## config.mk

```make
export PLATFORM = sky130hd
export DESIGN_NAME = uart_tx_arbiter
export DESIGN_NICKNAME = d
export VERILOG_FILES = /design/src/rtl/uart_tx_arbiter_pkg.sv /design/src/rtl/uart_tx_arbiter_rr_arbiter.sv /design/src/rtl/uart_tx_arbiter.sv
export SDC_FILE = /design/constraint.sdc
export NUM_CORES = 1
export LEC_CHECK = 0
export BUFFER_PORTS_ARGS = -buffer_cell sky130_fd_sc_hd__buf_2
export CORE_MARGIN = 4
export CORE_UTILIZATION = 40
export DETAILED_ROUTE_END_ITERATION = 16
export GPL_TIMING_DRIVEN = 0
export PLACE_DENSITY = 0.72
export SLEW_MARGIN = 20
export SYNTH_ARGS = -nofsm -noshare
export SYNTH_HDL_FRONTEND = slang
export SYNTH_SLANG_ARGS = --single-unit
```

## constraint.sdc

```tcl
create_clock -name i_Clk -period 2.8 [get_ports i_Clk]
set_clock_uncertainty 0.05 [all_clocks]
set_input_delay 0.28 -clock i_Clk [delete_from_list [all_inputs] [get_ports i_Clk]]
set_output_delay 0.28 -clock i_Clk [all_outputs]
set_load 0.02 [all_outputs]
```

## src/rtl/uart_tx_arbiter_pkg.sv

```systemverilog
// Shared definitions for the frame-level UART transmit arbiter:
// FSM encodings, header default, bit timing used alongside uart_tx.
package uart_tx_arbiter_pkg;

    typedef enum logic [1:0] {
        ST_IDLE      = 2'd0,
        ST_WAIT_HDR  = 2'd1,
        ST_FETCH     = 2'd2,
        ST_WAIT_DATA = 2'd3
    } arb_state_t;

    localparam logic [7:0] HDR_BASE_DEF = 8'hA0;
    localparam int         CLKS_PER_BIT = 4;

    // Header carries the source id in its low three bits.
    function automatic logic [7:0] hdr_byte(input logic [7:0] base, input logic [2:0] id);
        return base | {5'b0, id};
    endfunction

endpackage

```

## src/rtl/uart_tx_arbiter_rr_arbiter.sv

```systemverilog
// Combinational round-robin pick: first request found searching from
// last_id+1 upward, wrapping modulo NUM_REQ.
module rr_arbiter #(
    parameter int NUM_REQ = 4,
    parameter int IDW     = 2
) (
    input  logic [NUM_REQ-1:0] req,
    input  logic [IDW-1:0]     last_id,
    output logic [NUM_REQ-1:0] gnt,
    output logic [IDW-1:0]     gnt_id,
    output logic               any
);

    logic [IDW-1:0] idx;

    always_comb begin
        gnt    = '0;
        gnt_id = '0;
        any    = 1'b0;
        idx    = '0;
        for (int i = 1; i <= NUM_REQ; i++) begin
            idx = IDW'((int'(last_id) + i) % NUM_REQ);
            if (!any && req[idx]) begin
                any      = 1'b1;
                gnt[idx] = 1'b1;
                gnt_id   = idx;
            end
        end
    end

endmodule

```

## src/rtl/uart_tx_arbiter.sv

```systemverilog
// Shares one uart_tx among NUM_REQ byte-stream sources, one whole frame per
// grant, with an optional source-id header byte in front of each frame.
//
// state      | meaning
// IDLE       | no owner; arbitrate when uart_tx is free and someone is valid
// WAIT_HDR   | header byte handed to uart_tx, waiting for its done
// FETCH      | ready offered to the owner; timeout counts here only
// WAIT_DATA  | data byte handed to uart_tx, waiting for its done
module uart_tx_arbiter
    import uart_tx_arbiter_pkg::*;
#(
    parameter int         NUM_REQ  = 4,
    parameter int         HDR_EN   = 1,
    parameter logic [7:0] HDR_BASE = HDR_BASE_DEF,
    parameter int         TIMEOUT  = 65535
) (
    input  logic                   i_Clk,
    input  logic                   i_Rst,
    input  logic [NUM_REQ-1:0]     i_req_valid,
    input  logic [NUM_REQ*8-1:0]   i_req_byte,
    input  logic [NUM_REQ-1:0]     i_req_last,
    output logic [NUM_REQ-1:0]     o_req_ready,
    output logic                   o_tx_dv,
    output logic [7:0]             o_tx_byte,
    input  logic                   i_tx_active,
    input  logic                   i_tx_done,
    output logic [NUM_REQ-1:0]     o_grant,
    output logic                   o_busy,
    output logic                   o_abort
);

    localparam int IDW = $clog2(NUM_REQ);
    localparam int TW  = (TIMEOUT < 2) ? 1 : $clog2(TIMEOUT + 1);

    arb_state_t         state, state_nxt;
    logic [IDW-1:0]     last_id, last_id_nxt;
    logic [IDW-1:0]     grant_id, grant_id_nxt;
    logic [NUM_REQ-1:0] grant_nxt;
    logic               tx_dv_nxt;
    logic [7:0]         tx_byte_nxt;
    logic               abort_nxt;
    logic               last_q, last_q_nxt;
    logic [TW-1:0]      tmr, tmr_nxt;

    logic [NUM_REQ-1:0] arb_gnt;
    logic [IDW-1:0]     arb_id;
    logic               arb_any;
    logic [7:0]         sel_byte;
    logic               sel_last;
    logic               handshake;

    rr_arbiter #(
        .NUM_REQ (NUM_REQ),
        .IDW     (IDW)
    ) u_rr (
        .req     (i_req_valid),
        .last_id (last_id),
        .gnt     (arb_gnt),
        .gnt_id  (arb_id),
        .any     (arb_any)
    );

    always_comb begin
        sel_byte = 8'h00;
        sel_last = 1'b0;
        for (int k = 0; k < NUM_REQ; k++) begin
            if (grant_id == IDW'(k)) begin
                sel_byte = i_req_byte[8*k +: 8];
                sel_last = i_req_last[k];
            end
        end
    end

    assign handshake = (state == ST_FETCH) && (|(o_grant & i_req_valid));

    always_ff @(posedge i_Clk or posedge i_Rst) begin
        if (i_Rst) begin
            state     <= ST_IDLE;
            last_id   <= IDW'(NUM_REQ - 1);
            grant_id  <= '0;
            o_grant   <= '0;
            o_tx_dv   <= 1'b0;
            o_tx_byte <= 8'h00;
            o_abort   <= 1'b0;
            last_q    <= 1'b0;
            tmr       <= '0;
        end else begin
            state     <= state_nxt;
            last_id   <= last_id_nxt;
            grant_id  <= grant_id_nxt;
            o_grant   <= grant_nxt;
            o_tx_dv   <= tx_dv_nxt;
            o_tx_byte <= tx_byte_nxt;
            o_abort   <= abort_nxt;
            last_q    <= last_q_nxt;
            tmr       <= tmr_nxt;
        end
    end

    always_comb begin
        state_nxt    = state;
        last_id_nxt  = last_id;
        grant_id_nxt = grant_id;
        grant_nxt    = o_grant;
        tx_dv_nxt    = 1'b0;
        tx_byte_nxt  = o_tx_byte;
        abort_nxt    = 1'b0;
        last_q_nxt   = last_q;
        tmr_nxt      = tmr;
        case (state)
            ST_IDLE: begin
                if (!i_tx_active && arb_any) begin
                    grant_nxt    = arb_gnt;
                    grant_id_nxt = arb_id;
                    if (HDR_EN != 0) begin
                        tx_dv_nxt   = 1'b1;
                        tx_byte_nxt = hdr_byte(HDR_BASE, 3'(arb_id));
                        state_nxt   = ST_WAIT_HDR;
                    end else begin
                        tmr_nxt   = TW'(TIMEOUT);
                        state_nxt = ST_FETCH;
                    end
                end
            end
            ST_WAIT_HDR: begin
                if (i_tx_done) begin
                    tmr_nxt   = TW'(TIMEOUT);
                    state_nxt = ST_FETCH;
                end
            end
            ST_FETCH: begin
                // Down-counter reloaded on every entry; terminal count of 1
                // means TIMEOUT idle FETCH cycles have elapsed.
                if (handshake) begin
                    tx_dv_nxt   = 1'b1;
                    tx_byte_nxt = sel_byte;
                    last_q_nxt  = sel_last;
                    state_nxt   = ST_WAIT_DATA;
                end else if (TIMEOUT != 0 && tmr == TW'(1)) begin
                    abort_nxt   = 1'b1;
                    last_id_nxt = grant_id;
                    grant_nxt   = '0;
                    state_nxt   = ST_IDLE;
                end else if (TIMEOUT != 0) begin
                    tmr_nxt = tmr - TW'(1);
                end
            end
            ST_WAIT_DATA: begin
                if (i_tx_done) begin
                    if (last_q) begin
                        last_id_nxt = grant_id;
                        grant_nxt   = '0;
                        state_nxt   = ST_IDLE;
                    end else begin
                        tmr_nxt   = TW'(TIMEOUT);
                        state_nxt = ST_FETCH;
                    end
                end
            end
            default: state_nxt = ST_IDLE;
        endcase
    end

    always_comb begin
        o_req_ready = '0;
        if (state == ST_FETCH) begin
            o_req_ready = o_grant & i_req_valid;
        end
        o_busy = (state != ST_IDLE);
    end

endmodule

```

Word level (Yosys, flattened, before mapping)
Cells that the tools add are included.

RAM bits: 0. Memories kept: 0. Latch bits: 0. Register bits after elaboration: 37. Memory bits (read-only): 0. Logic and storage cells: 141. Output and inout bits: 19.

Magnitude comparators: 8. Multipliers: 0. Shift-type cells: 0. Div/mod/pow operators: 0. Muxes and demuxes: 70. Reduce and logical (&&, ||, !) cells: 27. $add $sub $neg: 5. Bitwise logic cells: 5. Equal/unequal tests: 17.

Operators with widths (number): $mux W16 (5); $mux W8 (6); $pmux W16 S3 (1); $mux W4 (10); $mux W2 (14); $mux W1 (21); $eq A16 B1 Y1 const B (1); $ne A2 B2 Y1 const B (8); $pmux W8 S2 (1); $sub A16 B1 Y16 const B (1); $lt A2 B3 Y1 const B (4); $or A4 B4 Y4 (3); $pmux W4 S3 (1); $reduce_and A6 Y1 (2); $logic_and A1 B1 Y1 (9); $bmux W1 S2 (4); $demux W1 S2 (4); $eq A2 B2 Y1 const B (4); $ge A2 B1 Y1 const B (4); $pmux W2 S4 (1); $reduce_bool A2 Y1 (3); $reduce_and A5 Y1 (1); $add A2 B1 Y2 const B (2); $add A2 B2 Y2 const B (2); other kinds (14) (20).

Depth between registers and ports, before layout
Gate-level depths: netlist of run 1.

Word-level depth: 16. Depth in mapped cells: 9. Depth with buffers taken out: 7.

By module
From an unflattened synthesis of run 1, not the netlist that was laid out.

Cells, all modules: 276. Area total of the unflattened synthesis: 2672.6 um^2.

Modules (own cells, without submodules): uart_tx_arbiter (instances 1, cells an instance 208, area an instance 2147.1 um^2, seq. area each 928.4 um^2); rr_arbiter (instances 1, cells an instance 68, area an instance 525.5 um^2, seq. area each 0.0 um^2).

Worst setup path before layout of run 1
Ideal clock, no wire load.

Path kind: flip-flop to flip-flop. From: register last_id[0]. To: register o_tx_byte[0]. Stages on the path, launching flop included: 10. Arrival: 2.626 ns. Required time: 2.685 ns. Period minus slack after synthesis: 2.740 ns. Setup time: 0.065 ns. Path slack: 0.060 ns. Cells stage by stage: dfstp_2 clkbuf_1 inv_1 ha_1 buf_2 mux2_2 a2111oi_0 a31oi_1 nor4_1 a211o_1.

Word-level cells in the longest chain between the ends: 16.

Ends and longest elaborated chain: from (decl) (line uart_tx_arbiter.sv:36) `logic [IDW-1:0] last_id, last_id_nxt;`; from (signal assigned) (line uart_tx_arbiter.sv:79) `last_id <= IDW'(NUM_REQ - 1);`; from (signal assigned) (line uart_tx_arbiter.sv:89) `last_id <= last_id_nxt;`; $add A2 B1 Y2 (line uart_tx_arbiter_rr_arbiter.sv:22) `idx = IDW'((int'(last_id) + i) % NUM_REQ);`; $bmux W1 S2 (line uart_tx_arbiter_rr_arbiter.sv:23) `if (!any && req[idx]) begin`; $mux W1 (implied by the code) (line uart_tx_arbiter_rr_arbiter.sv:23); $mux W1 (line uart_tx_arbiter_rr_arbiter.sv:23); $logic_not A1 Y1 (line uart_tx_arbiter_rr_arbiter.sv:23); $logic_and A1 B1 Y1 (line uart_tx_arbiter_rr_arbiter.sv:23); $mux W1 (line uart_tx_arbiter_rr_arbiter.sv:23); $logic_not A1 Y1 (line uart_tx_arbiter_rr_arbiter.sv:23); $logic_and A1 B1 Y1 (line uart_tx_arbiter_rr_arbiter.sv:23); $mux W1 (line uart_tx_arbiter_rr_arbiter.sv:23); $logic_not A1 Y1 (line uart_tx_arbiter_rr_arbiter.sv:23); $logic_and A1 B1 Y1 (line uart_tx_arbiter_rr_arbiter.sv:23); $mux W1 (line uart_tx_arbiter_rr_arbiter.sv:23); $logic_and A1 B1 Y1 (line uart_tx_arbiter.sv:112) `if (!i_tx_active && arb_any) begin`; $ne A2 B2 Y1 (no source line); $reduce_and A3 Y1 (no source line); to (signal assigned) (line uart_tx_arbiter.sv:93) `o_tx_byte <= tx_byte_nxt;`; to (decl) (line uart_tx_arbiter.sv:24) `output logic [7:0] o_tx_byte,`.

Several ways; a longest one is shown, not always the timed one. The select of a mux whose other input is x is not followed. A chain may end at the register's enable or synchronous reset.

Final worst setup path of run 1
From: register last_id[1]. To: register o_grant[3].

Word-level cells in the longest chain between the ends: 16.

Ends and longest elaborated chain: parallel branches: the longest is 16 deep, another holds $lt A2 B3 Y1; to (signal assigned) (line uart_tx_arbiter.sv:91) `o_grant <= grant_nxt;`; to (decl) (line uart_tx_arbiter.sv:27) `output logic [NUM_REQ-1:0] o_grant,`.

Several ways; the timed one is not identified. The select of a mux whose other input is x is not followed.

==> flow_metrics.tcl, run 1 <==
set metrics [dict create \
    status "completed" \
    clk_latency_ps 300 \
    ys.flop_type "dfrtp_1" \
    synth_xor_area_share_pct 0.325 \
    synth-compound-area-share_pct 17.9 \
    crit_required_ps 2920 \
    muxShareOfSynthArea_pct 13.7 \
    drt_iter0_drc 182 \
    p_leak_nw 1.35 \
    drt_wl_total_um 7260 \
    synth-edff-count 0 \
    most-common-layout-cells "71 x buf_2, 35 x dfrtp_1, 28 x nand2_1" \
    finalCritPeriodShare_pct 94.9 \
    final_common_cell "buf_2" \
    synth_top_family_by_area "simple AND/OR/NAND/NOR gates" \
    cts-root-buf "clkbuf_8" \
    grt_usage_pct 18.2 \
    regToRegStartpoint "last_id[1]$_DFFE_PP1P_" \
    syn_nets 340 \
    vias_per_cell 5.89 \
    antennaDiodeCount 0 \
    reg2reg_to "o_grant[3]$_DFFE_PP0P_" \
    slew_viol_final 0 \
    cts_buffer_depth 2 \
    r2r_cells 8 \
    grt_pass1_vias 2510 \
    max_freq_mhz 376 \
    seqCellArea_um2 932 \
    ys_ff_latch 37 \
    min_to "state[0]$_DFFE_PP0P_" \
    portBuffers 62 \
    rsz0062_at_grt "false" \
    period_needed_ps 2660 \
    syn_inst 286 \
    wire_per_inst_um 16.7 \
    hp-class "in2reg" \
    syn_to_final_growth_pct 20.5 \
    cts_sinks 37 \
    crit_fanout 13 \
    synth_fa_ha_area_share_pct 4.64 \
    synthArstFlopShare_pct 100 \
    ys.warnings.count 0 \
    rows 29 \
    fillers 615 \
    grt_start_max_net_pins 28 \
    powerDensity_mw_per_mm2 888 \
    finalPower_mw 2.89 \
    syn_area_mm2 0.00270 \
    num_vias 2555 \
    worstHoldPathCells 2 \
    hpwl_um 5650 \
    start_util_pct 41.8 \
    ant_nets 0 \
    overflow 0 \
    cts_tree "built" \
    final_core_util_pct 50.3 \
    yosys.area_share.simple_pct 24.5 \
    crit_arrival_ps 2780 \
    core_region_area_mm2 0.00646 \
    nets 410 \
    drt_pass1_iterations 4 \
    numCtsBuffers 5 \
    syn_avg_cell_area_um2 9.43 \
    ys_seq_area_share_pct 34.4 \
    clkTransAtPathRegs_ps 80 \
    drive_above_1_share_pct 30.3 \
    setup_violations 0 \
    maxCapViolCount 0 \
    r2r_slack_ps 140 \
    routabilityCongestion 0.878 \
    slew_headroom_pct 60.9 \
    tns_ps 0 \
    die_h_um 90.1 \
    hold_slack_ps 173 \
    path_class "reg2reg" \
    hold_viol_final 0 \
    hold_start "i_tx_done" \
    cp-end-kind "register" \
    cts_max_level 2 \
    synth_cell_types 55 \
    die_area_mm2 0.00812 \
    antenna_found_initial 0 \
    tightest_slew_ps 570 \
    grt_pass1_wl_um 12300 \
    drc 0 \
    ios 63 \
    fp.dieW_um 90.1 \
    irDropWorstVdd_uv 548 \
    multi_input_area_mm2 0.00166 \
    start_kind "register" \
]
-- synthesized netlist by cell type (2+ instances only) --
master	instances	area share [%]
a2111oi_0	2	0.65
a211o_1	2	0.65
a21o_1	2	0.56
a21oi_1	3	0.56
a221o_1	4	1.5
a22o_1	2	0.65
a22oi_1	3	0.83
a311oi_1	5	1.6
a31oi_1	6	1.4
and2_1	7	1.6
and3_1	6	1.4
buf_2	10	1.9
clkbuf_1	11	1.5
dfrtp_1	35	32
dfstp_2	2	1.9
ha_1	10	4.6
inv_1	8	1.1
mux2_1	2	0.83
mux2_2	4	1.7
mux2i_1	10	3.7
mux4_2	9	7.5
nand2_1	28	3.9
nand2b_1	3	0.70
nand3_1	11	2.0
nand3b_1	2	0.56
nor2_1	19	2.6
nor2b_1	9	2.1
nor3_1	4	0.74
nor4_1	6	1.4
nor4b_1	2	0.65
nor4bb_1	2	0.74
o211ai_1	6	1.7
o21ai_0	11	2.0
o21ai_1	2	0.37
o31ai_1	7	1.9
or3_1	4	0.93
or4_1	9	2.5
-- sequential cells by signal, summed over array words and instances, names as in the netlist --
signal,flops
grant_id,2
last_id,2
last_q,1
o_abort,1
o_grant,4
o_tx_byte,8
o_tx_dv,1
state,2
tmr,16
-- report_power, final --
group | switching [mW] | internal [mW]
Combinational | 0.958 | 0.682
Sequential | 0.148 | 0.698
Clock | 0.201 | 0.200
-- worst max-delay path, stage by stage (launching register included) --
cell	delay [ps]
dfstp_4	710
inv_2	110
ha_1	290
buf_2	210
mux2_2	390
and2_1	210
o211ai_1	200
a311oi_1	120
a221o_1	260
-- per-layer routing --
metal,vias up,part of all wire (%),GRT usage (%)
met3,8,4.7,2.67
met5,-,0,0
met1,1258,44,24.1
met2,67,50,31.2
li1,1222,-,-
met4,0,1.1,4.59
-- worst max path at each step --
stage / from / endpoint / slack (ps)
6_report: last_id[1]$_DFFE_PP1P_ / o_grant[3]$_DFFE_PP0P_ / 140
5_1_grt: last_id[1]$_DFFE_PP1P_ / o_grant[0]$_DFFE_PP0P_ / 30
4_1_cts: last_id[0]$_DFFE_PP1P_ / o_tx_byte[0]$_DFFE_PP0P_ / 30
3_5_place_dp: last_id[0]$_DFFE_PP1P_ / o_tx_byte[0]$_DFFE_PP0P_ / -360
3_3_place_gp: last_id[0]$_DFFE_PP1P_ / o_tx_byte[0]$_DFFE_PP0P_ / -290
2_1_floorplan: last_id[0]$_DFFE_PP1P_ / o_tx_byte[0]$_DFFE_PP0P_ / 60
-- through the flow --
step           area, µm²  instances  setup slack, ps
5_1_grt             3250        434             32.6
3_5_place_dp        3120        426             -357
2_1_floorplan       2700        286             59.7
6_report            3250        434              143
3_3_place_gp        3100        425             -291
4_1_cts             3230        433             27.7
-- cell type report --
| class | instances | area share [%] |
|---|---|---|
| Timing Repair Buffer | 65 | 10.7 |
| Sequential cell | 37 | 28.7 |
| Inverter | 8 | 1.04 |
| Tap cell | 77 | 2.96 |
| Clock buffer | 6 | 2.54 |
| Clock inverter | 2 | 0.424 |
| Buffer | 19 | 2.54 |
| Multi-Input combinational cell | 220 | 51.1 |
-- kinds of logic after synthesis --
logic type / Yosys count
muxes: 25
AOI/OAI and AO/OA: 64
DFF: 37
buffers and inverters: 29
and+or+nand+nor: 120
adders and majority gates: 10
xor gates and xnor gates: 1
-- what timing repair did --
item / CTS / global route
resized for setup: 4 / 2
hold endpoints to repair: 10 / 0
hold buffers: 1 / 0
pin swaps: 0 / 1
endpoints found under the setup margin: 6 / 6
setup buffers: 0 / 1
gates cloned: 0 / 0
No activity file was read; power rests on OpenSTA's default activity.
==> run 2, diff against run 1 <==
--- a/config.mk
+++ b/config.mk
@@ -7,10 +7,10 @@
 export LEC_CHECK = 0
 export BUFFER_PORTS_ARGS = -buffer_cell sky130_fd_sc_hd__buf_2
 export CORE_MARGIN = 4
-export CORE_UTILIZATION = 40
+export CORE_UTILIZATION = 49
 export DETAILED_ROUTE_END_ITERATION = 16
 export GPL_TIMING_DRIVEN = 0
-export PLACE_DENSITY = 0.72
+export PLACE_DENSITY = 0.84
 export SLEW_MARGIN = 20
 export SYNTH_ARGS = -nofsm -noshare
 export SYNTH_HDL_FRONTEND = slang
==> flow_metrics.tcl, run 2 (synthesis gave the netlist of run 1 again) <==
set metrics [dict create \
    max_freq_mhz 384 \
    wire_per_inst_um 17.1 \
    largest_reg_flops 16 \
    critPathTopFamily "flip-flops" \
    powerDensity_mw_per_mm2 898 \
    path_class "reg2reg" \
    drt_iter0_drc 284 \
    pre_cts_slack_ps -429 \
    drt_pass1_iterations 5 \
    routabilityCongestion 1.01 \
    start_kind "register" \
    top_regs "tmr x16, o_tx_byte x8, o_grant x4" \
    postCtsHoldBufs 0 \
    ios 63 \
    rows 26 \
    cts_tree "built" \
    drive_above_1_share_pct 29.7 \
    tightest_slew_ps 748 \
    largest-register "tmr" \
    grt_start_max_net_pins 38 \
    crit_arrival_ps 2790 \
    cp_num_buf_inv 2 \
    cts_buffer_depth 2 \
    finalCritPeriodShare_pct 93.1 \
    ant_nets 0 \
    cts_max_level 2 \
    crit_fanout 9 \
    core_region_area_mm2 0.00520 \
    period_needed_ps 2610 \
    die_h_um 82.2 \
    crit_required_ps 2980 \
    most-common-layout-cells "70 x buf_2, 35 x dfrtp_1, 28 x nand2_1" \
    reg2reg_to "o_tx_byte[0]$_DFFE_PP0P_" \
    vias_per_cell 6.09 \
    path_cells "clkinvlp_4 -> ha_1 -> clkbuf_4 -> mux2_2 -> a2111oi_1 -> a31oi_1 -> nor4_2 -> a211o_1" \
    start_util_pct 51.8 \
    r2r_slack_ps 190 \
    antennaDiodeCount 0 \
    numCtsBuffers 5 \
    maxCapViolCount 0 \
    drc 0 \
    status "completed" \
    fp.dieW_um 82.2 \
    num_vias 2602 \
    worst_slack_ps 193 \
    setup_violations 0 \
    nets 411 \
    final_core_util_pct 61.9 \
    antenna_found_initial 0 \
    cts-root-buf "clkbuf_8" \
    cp-end-kind "register" \
    hpwl_um 5390 \
    irDropWorstVdd_uv 713 \
    tns_ps 0 \
    cts_sinks 37 \
    clk_latency_ps 290 \
    die_area_mm2 0.00676 \
    critPathMaxStageDelay_ps 670 \
    syn_to_final_growth_pct 19.4 \
    final_common_cell "buf_2" \
    slew_viol_final 0 \
    drt_wl_total_um 7300 \
    clkTransAtPathRegs_ps 70 \
    grt_pass1_wl_um 12300 \
    rsz0062_at_grt "false" \
    r2r_cells 8 \
    hold_viol_final 0 \
    overflow 0 \
    grt_usage_pct 23.2 \
    hp-class "in2async" \
    fillers 446 \
    portBuffers 62 \
    p_leak_nw 1.34 \
    regToRegStartpoint "last_id[1]$_DFFE_PP1P_" \
    grt_pass1_vias 2604 \
    slew_headroom_pct 50.0 \
    cp_slowest_cell "dfstp_4" \
]
## run 2: changes by cell type in the layout (fill, tap and decap cells not counted)
cell	before	now
a2111oi_1	0	1
a2111oi_2	2	1
buf_12	1	0
buf_2	71	70
buf_4	1	4
clkbuf_1	10	11
clkbuf_4	0	1
clkinv_2	1	0
clkinv_4	1	0
dlygate4sd3_1	1	0
inv_1	5	6
inv_2	2	1
## run 2: where the power goes
group | switching, mW | leakage, nW | internal, mW
logic | 0.985 | 0.891 | 0.703
registers | 0.133 | 0.409 | 0.697
clock network | 0.177 | 0.0443 | 0.195
## run 2: worst max path at each step
stage | startpoint | to | slack [ps] | cells past startpoint
after detailed placement | last_id[0]$_DFFE_PP1P_ | o_tx_byte[0]$_DFFE_PP0P_ | -430 | 9
final | last_id[1]$_DFFE_PP1P_ | o_tx_byte[0]$_DFFE_PP0P_ | 190 | 8
after floorplan | last_id[0]$_DFFE_PP1P_ | o_tx_byte[0]$_DFFE_PP0P_ | 60 | 9
after CTS | last_id[1]$_DFFE_PP1P_ | o_tx_byte[0]$_DFFE_PP0P_ | 60 | 8
after global routing | last_id[1]$_DFFE_PP1P_ | o_grant[2]$_DFFE_PP0P_ | 30 | 8
after global placement | last_id[0]$_DFFE_PP1P_ | o_tx_byte[0]$_DFFE_PP0P_ | -320 | 9
## run 2: area by class of cell
class	count	area (µm²)	share of cell area, %
Buffer	19	85.1	2.64
Clock buffer	7	86.3	2.68
Inverter	8	33.8	1.05
Multi-Input combinational cell	220	1660	51.4
Sequential cell	37	932	28.9
Tap cell	70	87.6	2.72
Timing Repair Buffer	66	340	10.6
## run 2: routing by layer
layer  global-route usage [%]  wire [µm]  vias to the layer above
li1                         -          -                     1224
met4                     6.31        149                        0
met3                     3.25        344                       20
met2                     43.0       3990                       95
met1                     27.8       2810                     1263
met5                        0          0                        -
## run 2: through the flow
stage / std cells / hold WS (ps) / cell area (µm²) / total power [mW]
after floorplan: 286 / 326 / 2700 / 2.03
after global placement: 418 / 410 / 3100 / 2.37
after detailed placement: 418 / 410 / 3100 / 2.44
after CTS: 425 / 101 / 3200 / 2.85
after global routing: 427 / 148 / 3220 / 3.12
final: 427 / 63.7 / 3220 / 2.89
## run 2: timing repair
item	4_1_cts	5_1_grt
endpoints found under the setup margin	6	6
pin swaps	1	1
resized for setup	3	2
buffers inserted	2	2
## run 2: worst reg2reg max path, cell delays in order (launching register included)
cell and delay (ps):
dfstp_4 670, clkinvlp_4 100, ha_1 270, clkbuf_4 190, mux2_2 370, a2111oi_1 420
a31oi_1 100, nor4_2 230, a211o_1 150
